==> config.mk <==
export PLATFORM = sky130hd
export DESIGN_NAME = net_settle_sequencer
export DESIGN_NICKNAME = d
export VERILOG_FILES = /design/src/rtl/net_settle_sequencer.sv
export SDC_FILE = /design/constraint.sdc
export NUM_CORES = 1
export LEC_CHECK = 0
export ABC_CLOCK_PERIOD_IN_PS = 15400
export BUFFER_PORTS_ARGS = -buffer_cell sky130_fd_sc_hd__buf_2
export CAP_MARGIN = 10
export CORE_AREA = 2 2 210 212
export CTS_BUF_LIST = sky130_fd_sc_hd__clkbuf_8
export CTS_CLUSTER_DIAMETER = 30
export DETAILED_ROUTE_END_ITERATION = 10
export DIE_AREA = 0 0 212 214
export PLACE_DENSITY = 0.61
export SKIP_LAST_GASP = 1
export SYNTH_ARGS = -nofsm -noshare
export SYNTH_HDL_FRONTEND = slang
export SYNTH_SLANG_ARGS = --single-unit
==> constraint.sdc <==
create_clock -name clk -period 15.4 [get_ports clk]
set_clock_uncertainty 0.2 [all_clocks]
set_input_delay 4.62 -clock clk [delete_from_list [all_inputs] [get_ports clk]]
set_output_delay 4.62 -clock clk [all_outputs]
set_load 0.005 [all_outputs]
==> src/rtl/net_settle_sequencer.sv <==
// ============================================================================
// Module  : net_settle_sequencer
// Brief   : Clocked relaxation scheduler for a switch-level NMOS net array.
//           It iterates the net network until the nets settle, and flags
//           networks that oscillate.
//           Optional macro SETTLE_TRACE_EN adds two trace outputs:
//           o_max_iter_seen and o_chg_mask.
// Revision: 1.0 - initial release
// ============================================================================
`default_nettype none

module net_settle_sequencer #(
    parameter int W             = 4,
    parameter int NETS          = 64,
    parameter int NPADS         = 8,
    parameter int MAX_ITER      = 255,
    parameter int STABLE_CYCLES = 2
) (
    input  logic                clk,
    input  logic                reset,
    input  logic                i_start,
    input  logic [NPADS-1:0]    i_pad_in,
    output logic [NPADS-1:0]    o_pad_hold,
    input  logic [NETS*W-1:0]   i_nets_next,
    output logic [NETS*W-1:0]   o_nets_q,
    output logic                o_busy,
    output logic                o_done,
    output logic                o_osc_err,
    output logic [7:0]          o_iter_cnt
`ifdef SETTLE_TRACE_EN
    ,
    output logic [7:0]          o_max_iter_seen,
    output logic [NETS-1:0]     o_chg_mask
`endif
);

    localparam logic [3:0] c_STABLE = 4'(STABLE_CYCLES);
    localparam logic [7:0] c_MAX    = 8'(MAX_ITER);

    typedef enum logic [1:0] {
        S_IDLE   = 2'd0,
        S_SETTLE = 2'd1,
        S_DONE   = 2'd2
    } state_t;

    state_t              r_state;
    logic [NPADS-1:0]    r_pad_hold;
    logic [NETS*W-1:0]   r_nets_q;
    logic                r_busy;
    logic                r_done;
    logic                r_osc_err;
    logic [7:0]          r_iter;
    logic [3:0]          r_stable;

    logic                w_same;
    logic [3:0]          w_stable_nxt;
    logic [7:0]          w_iter_nxt;

    always_comb begin
        w_same       = (i_nets_next == r_nets_q);
        w_stable_nxt = w_same ? (r_stable + 4'd1) : 4'd0;
        w_iter_nxt   = (r_iter == 8'hFF) ? r_iter : (r_iter + 8'd1);
    end

    always_ff @(posedge clk or posedge reset) begin
        if (reset) begin
            r_state    <= S_IDLE;
            r_pad_hold <= '0;
            r_nets_q   <= '0;
            r_busy     <= 1'b0;
            r_done     <= 1'b0;
            r_osc_err  <= 1'b0;
            r_iter     <= 8'd0;
            r_stable   <= 4'd0;
        end else begin
            r_done <= 1'b0;
            case (r_state)
                S_IDLE, S_DONE: begin
                    // DONE accepts a new start directly, with no IDLE gap
                    if (i_start) begin
                        r_pad_hold <= i_pad_in;
                        r_iter     <= 8'd0;
                        r_stable   <= 4'd0;
                        r_busy     <= 1'b1;
                        r_state    <= S_SETTLE;
                    end else begin
                        r_state    <= S_IDLE;
                    end
                end
                S_SETTLE: begin
                    r_nets_q <= i_nets_next;
                    r_iter   <= w_iter_nxt;
                    r_stable <= w_stable_nxt;
                    // Settling takes priority over the iteration limit on the same step
                    if (w_stable_nxt == c_STABLE) begin
                        r_busy  <= 1'b0;
                        r_done  <= 1'b1;
                        r_state <= S_DONE;
                    end else if (w_iter_nxt >= c_MAX) begin
                        r_busy    <= 1'b0;
                        r_osc_err <= 1'b1;
                        r_state   <= S_IDLE;
                    end
                end
                default: begin
                    r_busy  <= 1'b0;
                    r_state <= S_IDLE;
                end
            endcase
        end
    end

    assign o_pad_hold = r_pad_hold;
    assign o_nets_q   = r_nets_q;
    assign o_busy     = r_busy;
    assign o_done     = r_done;
    assign o_osc_err  = r_osc_err;
    assign o_iter_cnt = r_iter;

`ifdef SETTLE_TRACE_EN
    logic [NETS-1:0] w_chg;
    logic [NETS-1:0] r_chg_mask;
    logic [7:0]      r_max_iter;

    for (genvar gi = 0; gi < NETS; gi++) begin : g_chg
        assign w_chg[gi] = (i_nets_next[gi*W +: W] != r_nets_q[gi*W +: W]);
    end

    always_ff @(posedge clk or posedge reset) begin
        if (reset) begin
            r_chg_mask <= '0;
            r_max_iter <= 8'd0;
        end else begin
            if (r_state == S_SETTLE) begin
                r_chg_mask <= r_chg_mask | w_chg;
            end else if (i_start) begin
                r_chg_mask <= '0;
            end
            if (r_state == S_DONE && r_iter > r_max_iter) begin
                r_max_iter <= r_iter;
            end
        end
    end

    assign o_chg_mask      = r_chg_mask;
    assign o_max_iter_seen = r_max_iter;
`endif

endmodule

`default_nettype wire
==> results.sh, run 1 <==
export IMPL_vias=12540
export IMPL_core_rowCount=76
export IMPL_cts_made_buffers=77
export IMPL_leakagePower_uw=0.009431
export IMPL_die_width_um=212
export IMPL_rsz_0062_raised_after_global_routing="no"
export IMPL_numClockSinks=281
export IMPL_clock_latency_ps=630
export IMPL_final_period_utilization=0.4688
export IMPL_ant_nets=0
export IMPL_worstPathRequired_ps=15660
export IMPL_min_delay_path_class="register to register"
export IMPL_initial_utilization=0.3152
export IMPL_power_switching_share=0.3138
export IMPL_antenna_found_initial=11
export IMPL_worst_ep_arrival_time_ps=7480
export IMPL_grt_pass1_vias=12440
export IMPL_finalSetupViolCount=0
export IMPL_post_synth_cell_area_avg_um2=8.676
export IMPL_shortest_period_the_worst_path_allows_ps=7219
export IMPL_place_congestion=0.8827
export IMPL_reg2reg_slack_ps=11880
export IMPL_half_perimeter_wire_length_after_detailed_placement_um=34110
export IMPL_ioPinCount=542
export IMPL_net_switching_power_uw=860.0
export IMPL_critical_path_max_stage_delay_ps=860
export IMPL_maximum_frequency_from_static_timing_analysis_ghz=0.1385
export IMPL_worst_pin_slew_ps=1130
export IMPL_power_sequential_fraction=0.357
export IMPL_synth_seq_area_share=0.5202
export IMPL_tritoncts="built"
export IMPL_layout_cells_sized_above_1=0.3190
export IMPL_report_final_slew_viol_count=0
export IMPL_num_fill_cells=4263
export IMPL_h_tree_levels=3
export IMPL_layout_cell_area_non_filler_mm2=0.01869
export IMPL_drtPass1Iterations=4
export IMPL_dieHeight_um=214
export IMPL_synthesis_yosys_warnings=0
export IMPL_syn_to_final_growth_pct=38.29
export IMPL_core_area_mm2=0.04289
export IMPL_global_route_overflow_total=0
export IMPL_drc_errors=0
export IMPL_ctsResizeCount=0
export IMPL_setup_tns_ps=0
export IMPL_timing_final_hold_violations=0
export IMPL_timing_critical_path_slowest_stage_cell="sky130_fd_sc_hd__nor4_1"
export IMPL_cts_buffer_depth=3
export IMPL_first_pass_grt_wire_length_um=69930
export IMPL_critical_path_peak_fanout=4
export IMPL_synth_cell_area_mm2=0.01352
export IMPL_max_cap_viol_count=0
export IMPL_synthesis_instances=1558
export IMPL_dpl_cell_area_mm2=0.01680
export IMPL_grt_start_max_net_pins=101
export IMPL_distinct_cells_synth=38
export IMPL_clock_power_share=0.427
export IMPL_timing_setup_critical_path_class="input port to register"
export IMPL_seqCellArea_mm2=0.007032
export IMPL_port_buffer_count=541
export IMPL_power_density_mw_per_mm2=146.6
export IMPL_vias_per_cell=4.507
export IMPL_endpoint_kind="register"
export IMPL_die_area_mm2=0.04537
export IMPL_internal_power_uw=1880
export IMPL_post_cts_hold_buffer_count=0
export IMPL_cts_setup_buffers=0
export IMPL_grtUsageTotal=0.1979
export IMPL_run_status="completed"
export IMPL_comb_pwr_share=0.216
export IMPL_root_buffer_cell="sky130_fd_sc_hd__clkbuf_8"
export IMPL_net_count_after_synthesis=1827
export IMPL_vdd_drop_max_uv=96.44
export IMPL_layout_nets=2394
export IMPL_clk_transition_reported_paths_ps=50
export IMPL_crit_chain="buf_2, xnor2_1, nand4_1, nor4_1, nand4_1, nor4_1, and4_1, o21ai_0"
export IMPL_relSlewSlack=0.2464
export IMPL_totalWireLength_um=45380
export IMPL_post_drt_wl_per_cell_um=16.32
export IMPL_critPathLaunchType="input port"
export IMPL_drt_iter0_markers=766
export IMPL_multi_input_area_mm2=0.006237
export IMPL_ys_ff_latch=281
sequential cells by signal, summed over array words and instances (netlist names):
name / count
o_osc_err: 1
o_done: 1
o_pad_hold: 8
o_busy: 1
o_nets_q: 256
r_stable: 4
o_iter_cnt: 8
r_state: 2
area by class of cell:
| class | count | area share |
|---|---|---|
| sequential | 281 | 0.3761 |
| multi-input combinational | 1209 | 0.3336 |
| timing repair buffer | 551 | 0.1486 |
| clock buffer | 89 | 0.06552 |
| tap | 585 | 0.03915 |
| clock inverter | 53 | 0.03447 |
| inverter | 5 | 0.001406 |
| antenna | 8 | 0.001071 |
through the flow:
step / hold WS [ps] / util / worst slack [ps] / power, µW / std cells
6_report: 275.3 / 0.4359 / 8181 / 2740 / 2781
5_1_grt: 290.4 / 0.4358 / 8039 / 2900 / 2780
4_1_cts: 275.5 / 0.4354 / 8157 / 2780 / 2773
3_5_place_dp: 264.1 / 0.3918 / 7479 / 1586 / 2631
3_3_place_gp: 252.9 / 0.3916 / 6963 / 1572 / 2629
2_1_floorplan: 265.2 / - / 2829 / 1304 / 1558
cells by family (layout without fill, tap and decap cells):
family,after synthesis,in the layout,share of synthesized area
AOI/OAI and AO/OA,31,31,0.01490
xor gates and xnor gates,258,258,0.1672
adders and majority gates,2,2,0.001851
buffers and inverters,68,698,0.01953
DFF,281,281,0.5202
muxes,2,2,0.001573
other,0,8,0
and+or+nand+nor,916,916,0.2748
power groups by stage:
stage                     sequential [µW]  clock [µW]  combinational, µW
after global placement                980           0                592
after CTS                             976        1200                602
final                                 978        1170                592
after floorplan                       981           0                323
after global routing                  994        1240                661
after detailed placement              986           0                600
layout by cell type, fill, tap and decap left out, types with 2 or more instances in the layout:
cell type / synthesis / layout
sky130_fd_sc_hd__clkinv_4: 0 / 5
sky130_fd_sc_hd__a211oi_1: 3 / 3
sky130_fd_sc_hd__a21oi_1: 5 / 5
sky130_fd_sc_hd__nor4_1: 18 / 18
sky130_fd_sc_hd__bufinv_16: 0 / 13
sky130_fd_sc_hd__nand4_1: 69 / 69
sky130_fd_sc_hd__and3_1: 2 / 2
sky130_fd_sc_hd__nand2_1: 803 / 803
sky130_fd_sc_hd__clkinv_2: 0 / 18
sky130_fd_sc_hd__diode_2: 0 / 8
sky130_fd_sc_hd__o31ai_1: 2 / 2
sky130_fd_sc_hd__buf_2: 1 / 543
sky130_fd_sc_hd__nand3_1: 6 / 6
sky130_fd_sc_hd__nor3_1: 2 / 2
sky130_fd_sc_hd__dfrtp_1: 281 / 281
sky130_fd_sc_hd__clkbuf_8: 0 / 89
sky130_fd_sc_hd__and2_1: 2 / 2
sky130_fd_sc_hd__nand2b_1: 3 / 2
sky130_fd_sc_hd__inv_1: 5 / 7
sky130_fd_sc_hd__inv_6: 0 / 3
sky130_fd_sc_hd__xnor2_1: 257 / 257
sky130_fd_sc_hd__buf_4: 0 / 8
sky130_fd_sc_hd__a31oi_1: 5 / 5
sky130_fd_sc_hd__o21bai_1: 2 / 2
sky130_fd_sc_hd__clkinvlp_4: 0 / 11
sky130_fd_sc_hd__nor2_1: 4 / 4
sky130_fd_sc_hd__ha_1: 2 / 2
sky130_fd_sc_hd__o21ai_0: 8 / 8
per-layer routing:
layer	routed length, µm	global-route usage	vias up
met1	18190	0.2321	5888
met3	3856	0.07228	90
met2	22110	0.3298	461
li1	-	-	6088
met5	45	0	-
met4	1173	0.07347	8
path summary, 6_finish.rpt:
| kind | from | to | cells after the start |
|---|---|---|---|
| setup / recovery | i_nets_next[182] | r_state[0] | 8 |
| min in group asynchronous | reset | o_nets_q[151] | 2 |
| max in group asynchronous | reset | o_nets_q[84] | 4 |
| setup reg to reg | o_nets_q[182] | r_state[0] | 7 |
| hold reg to reg | o_pad_hold[5] | o_pad_hold[5] | 2 |
| hold / removal | o_pad_hold[5] | o_pad_hold[5] | 2 |
Yosys cell counts:
cell type                  number  area (µm²)
sky130_fd_sc_hd__nor2_1         4       15.01
sky130_fd_sc_hd__clkbuf_1      56       210.2
sky130_fd_sc_hd__nor2b_1        2       12.51
sky130_fd_sc_hd__a211oi_1       3       22.52
sky130_fd_sc_hd__or4_1          1       7.510
sky130_fd_sc_hd__a31oi_1        5       31.28
sky130_fd_sc_hd__a21oi_1        5       25.02
sky130_fd_sc_hd__buf_6          1       11.26
sky130_fd_sc_hd__and4_1         1       8.760
sky130_fd_sc_hd__xor2_1         1       8.760
sky130_fd_sc_hd__buf_2          1       5.000
sky130_fd_sc_hd__nand4_1       69       431.7
sky130_fd_sc_hd__o21bai_1       2       15.01
sky130_fd_sc_hd__o22ai_1        1       6.260
sky130_fd_sc_hd__nor3_1         2       10.01
sky130_fd_sc_hd__and2_1         2       12.51
sky130_fd_sc_hd__nand2_1      803        3014
sky130_fd_sc_hd__o21ai_0        8       40.04
sky130_fd_sc_hd__and2_2         1       7.510
sky130_fd_sc_hd__ha_1           2       25.02
sky130_fd_sc_hd__or4_4          1       11.26
sky130_fd_sc_hd__buf_1          5       18.77
sky130_fd_sc_hd__and3_1         2       12.51
sky130_fd_sc_hd__mux2i_1        1       10.01
sky130_fd_sc_hd__inv_1          5       18.77
sky130_fd_sc_hd__o31ai_1        2       15.01
sky130_fd_sc_hd__nor4_1        18       112.6
sky130_fd_sc_hd__a22o_1         1       8.760
sky130_fd_sc_hd__nand3_1        6       30.03
sky130_fd_sc_hd__o21ai_1        1       5.000
sky130_fd_sc_hd__nand2b_1       3       18.77
sky130_fd_sc_hd__dfrtp_1      281        7032
sky130_fd_sc_hd__xnor2_1      257        2251
sky130_fd_sc_hd__and4_2         1       10.01
sky130_fd_sc_hd__o211a_1        1       10.01
sky130_fd_sc_hd__o31ai_2        1       12.51
sky130_fd_sc_hd__mux2_2         1       11.26
sky130_fd_sc_hd__a32o_1         1       10.01
critical path, delay by kind of cell:
family / cells / cell delay [ps]
and+or+nand+nor: 5 / 2240
buffers and inverters: 1 / 120
AOI/OAI and AO/OA: 1 / 100
xor gates and xnor gates: 1 / 400
Power figures use the tool's default switching activity.
==> run 2: changes to the inputs <==
--- a/config.mk
+++ b/config.mk
@@ -5,15 +5,16 @@
 export SDC_FILE = /design/constraint.sdc
 export NUM_CORES = 1
 export LEC_CHECK = 0
-export ABC_CLOCK_PERIOD_IN_PS = 15400
+export ABC_AREA = 1
+export ABC_CLOCK_PERIOD_IN_PS = 6700
 export BUFFER_PORTS_ARGS = -buffer_cell sky130_fd_sc_hd__buf_2
 export CAP_MARGIN = 10
-export CORE_AREA = 2 2 210 212
+export CORE_AREA = 2 2 213 215
 export CTS_BUF_LIST = sky130_fd_sc_hd__clkbuf_8
 export CTS_CLUSTER_DIAMETER = 30
 export DETAILED_ROUTE_END_ITERATION = 10
-export DIE_AREA = 0 0 212 214
-export PLACE_DENSITY = 0.61
+export DIE_AREA = 0 0 215 217
+export PLACE_DENSITY = 0.62
 export SKIP_LAST_GASP = 1
 export SYNTH_ARGS = -nofsm -noshare
 export SYNTH_HDL_FRONTEND = slang
==> constraint.sdc (replaced) <==
create_clock -name clk -period 6.7 [get_ports clk]
set_clock_uncertainty 0.2 [all_clocks]
set_input_delay 2.01 -clock clk [delete_from_list [all_inputs] [get_ports clk]]
set_output_delay 2.01 -clock clk [all_outputs]
set_load 0.005 [all_outputs]
==> run 2 against run 1 <==
  * Power is 130% higher
  * Largest power group unchanged
  * Final cell count is 16% higher
  * Sequential cell count stayed put
  * Core utilization is 0.73 points higher
  * Count of clock-buffer cells in the layout is 9 higher
  * Setup slack worse by 5000 ps
  * Die area is 2.8% higher
  * Sequential share of layout area is 2.1 points lower
==> results.sh, run 2 <==
export IMPL_h_tree_levels=3
export IMPL_synthesis_instances=1990
export IMPL_global_route_overflow_total=0
export IMPL_post_synth_top_area_cell="sky130_fd_sc_hd__dfrtp_1"
export IMPL_dpl_cell_area_mm2=0.01794
export IMPL_critPathBufInv=1
export IMPL_critical_path_peak_fanout=5
export IMPL_synthesis_yosys_warnings=0
export IMPL_root_buffer_cell="sky130_fd_sc_hd__clkbuf_8"
export IMPL_drc_errors=0
export IMPL_cts_buffer_depth=3
export IMPL_power_sequential_fraction=0.353
export IMPL_reg2reg_slack_ps=3770
export IMPL_dieHeight_um=217
export IMPL_synth_enable_flop_cells=0
export IMPL_tritoncts="built"
export IMPL_timing_setup_critical_path_class="register to primary output"
export IMPL_final_period_utilization=0.5195
export IMPL_hp_start="r_state[0]"
export IMPL_ioPinCount=542
export IMPL_worstPathRequired_ps=4490
export IMPL_holdPathStages=1
export IMPL_synthFlopType="sky130_fd_sc_hd__dfrtp_1"
export IMPL_reg2reg_to="r_state[1]"
export IMPL_post_cts_hold_buffer_count=0
export IMPL_layout_nets=2831
export IMPL_leakagePower_uw=0.01142
export IMPL_largest_register_ff_count=256
export IMPL_clk_transition_reported_paths_ps=50
export IMPL_net_switching_power_uw=2023
export IMPL_half_perimeter_wire_length_after_detailed_placement_um=34450
export IMPL_internal_power_uw=4206
export IMPL_ctsResizeCount=0
export IMPL_power_switching_share=0.3247
export IMPL_synthArstFlopShare=1.000
export IMPL_post_synth_top_count_cell="sky130_fd_sc_hd__nand2_1"
export IMPL_post_synth_cell_area_avg_um2=7.350
export IMPL_vias=14340
export IMPL_initial_utilization=0.3272
export IMPL_net_count_after_synthesis=2259
export IMPL_antenna_found_initial=12
export IMPL_clock_power_share=0.425
export IMPL_critical_path_max_stage_delay_ps=460
export IMPL_port_buffer_count=541
export IMPL_die_area_mm2=0.04666
export IMPL_worst_ep_arrival_time_ps=1270
export IMPL_drtPass1Iterations=7
export IMPL_run_status="completed"
export IMPL_r2r_cells=6
export IMPL_commonest_non_fill_non_tap_cell_in_the_layout="sky130_fd_sc_hd__nand2_1"
export IMPL_crit_chain="buf_2"
export IMPL_grt_pass1_vias=13900
export IMPL_setup_tns_ps=0
export IMPL_vias_per_cell=4.436
export IMPL_max_cap_viol_count=0
export IMPL_shortest_period_the_worst_path_allows_ps=3481
export IMPL_critPathLaunchType="register"
export IMPL_numClockSinks=281
export IMPL_synth_top_cells_by_count="959 x sky130_fd_sc_hd__nand2_1, 281 x sky130_fd_sc_hd__dfrtp_1, 201 x sky130_fd_sc_hd__inv_1, 172 x sky130_fd_sc_hd__nor2_1, 156 x sky130_fd_sc_hd__xor2_1"
export IMPL_place_congestion=0.9264
export IMPL_clock_latency_ps=620
export IMPL_drt_iter0_markers=741
export IMPL_finalSetupViolCount=0
export IMPL_worst_pin_slew_ps=1148
export IMPL_grt_start_max_net_pins=146
export IMPL_cts_made_buffers=80
export IMPL_rr_startpoint="r_state[0]"
export IMPL_totalWireLength_um=46920
export IMPL_synth_top_area_frac=0.4808
export IMPL_relSlewSlack=0.2348
export IMPL_ys_ff_latch=281
export IMPL_synth_seq_area_share=0.4808
export IMPL_endpoint_kind="primary output"
export IMPL_layout_cells_sized_above_1=0.2708
export IMPL_synth_cell_area_mm2=0.01463
export IMPL_vdd_drop_max_uv=169.0
export IMPL_critPathTopFamily="flip-flops"
export IMPL_detailedPlace_worstSlack_ps=2612
export IMPL_power_density_mw_per_mm2=314.4
export IMPL_fin_ws_ps=3219
export IMPL_core_area_mm2=0.04470
export IMPL_distinct_cells_synth=30
export IMPL_rsz_0062_raised_after_global_routing="no"
export IMPL_first_pass_grt_wire_length_um=73060
export IMPL_maximum_frequency_from_static_timing_analysis_ghz=0.2873
export IMPL_post_drt_wl_per_cell_um=14.52
export IMPL_grtUsageTotal=0.1978
export IMPL_worst_hold_slack_ps=255.2
export IMPL_syn_to_final_growth_pct=35.45
export IMPL_timing_critical_path_slowest_stage_cell="sky130_fd_sc_hd__dfrtp_1"
export IMPL_layout_cell_area_non_filler_mm2=0.01981
export IMPL_netlist_top_cells_area="sky130_fd_sc_hd__dfrtp_1 48%, sky130_fd_sc_hd__nand2_1 25%, sky130_fd_sc_hd__xor2_1 9.3%, sky130_fd_sc_hd__inv_1 5.2%, sky130_fd_sc_hd__nor2_1 4.4%"
export IMPL_comb_pwr_share=0.223
export IMPL_most_common_layout_cells="959 x sky130_fd_sc_hd__nand2_1, 541 x sky130_fd_sc_hd__buf_2, 281 x sky130_fd_sc_hd__dfrtp_1"
export IMPL_hold_path_endpoint="o_busy"
export IMPL_core_rowCount=78
export IMPL_cts_setup_buffers=0
export IMPL_ant_nets=0
export IMPL_min_delay_path_class="register to register"
export IMPL_report_final_slew_viol_count=0
export IMPL_timing_final_hold_violations=0
export IMPL_die_width_um=215
run 2: cells by family after synthesis:
logic type / Yosys count / share of synthesized area
simple gates: 1158 / 0.3030
fa+ha+maj: 2 / 0.001711
flops: 281 / 0.4808
buf+inv: 263 / 0.06860
xor+xnor: 168 / 0.1006
mux: 8 / 0.006159
compound gates: 110 / 0.03918
run 2: layout make-up:
cell class              instances  area [µm²]
fillers                      4556       24890
flip-flops and latches        281        7032
multi-input cells            1446        6596
repair buffers                548        2785
clock buffers                  98        1349
inverters                     205       778.2
well taps                     600       750.7
clock inverters                48       505.5
diodes                          6       15.01
run 2: metrics by stage:
stage               utilization  std cells  power (µW)
finish                   0.4432       3232        6229
global route             0.4432       3231        6625
CTS                      0.4429       3226        6323
detailed placement       0.4014       3080        3615
global placement         0.4014       3080        3569
floorplan                     -       1990        2976
run 2: how the worst max path moves through the flow:
stage                    end  cells after the start             start
2_1_floorplan         o_busy                      1             reset
6_report       o_iter_cnt[3]                      1     o_iter_cnt[3]
3_3_place_gp      r_state[1]                     12  i_nets_next[244]
5_1_grt        o_iter_cnt[3]                      1     o_iter_cnt[3]
4_1_cts        o_iter_cnt[3]                      1     o_iter_cnt[3]
3_5_place_dp      r_state[1]                     12  i_nets_next[244]
run 2: power groups by stage:
stage / Combinational, µW / Sequential, µW / Clock [µW]
global route: 1570 / 2230 / 2820
global placement: 1370 / 2200 / 0
floorplan: 759 / 2220 / 0
CTS: 1400 / 2200 / 2720
detailed placement: 1400 / 2220 / 0
finish: 1390 / 2200 / 2640
run 2: per-layer routing:
metal  vias up  GRT usage  share of wire
met1      6598     0.2292           0.40
met5         -          0         0.0016
met4        12     0.1025          0.039
li1       7107          -              -
met2       512     0.3278           0.48
met3       108    0.06457          0.083
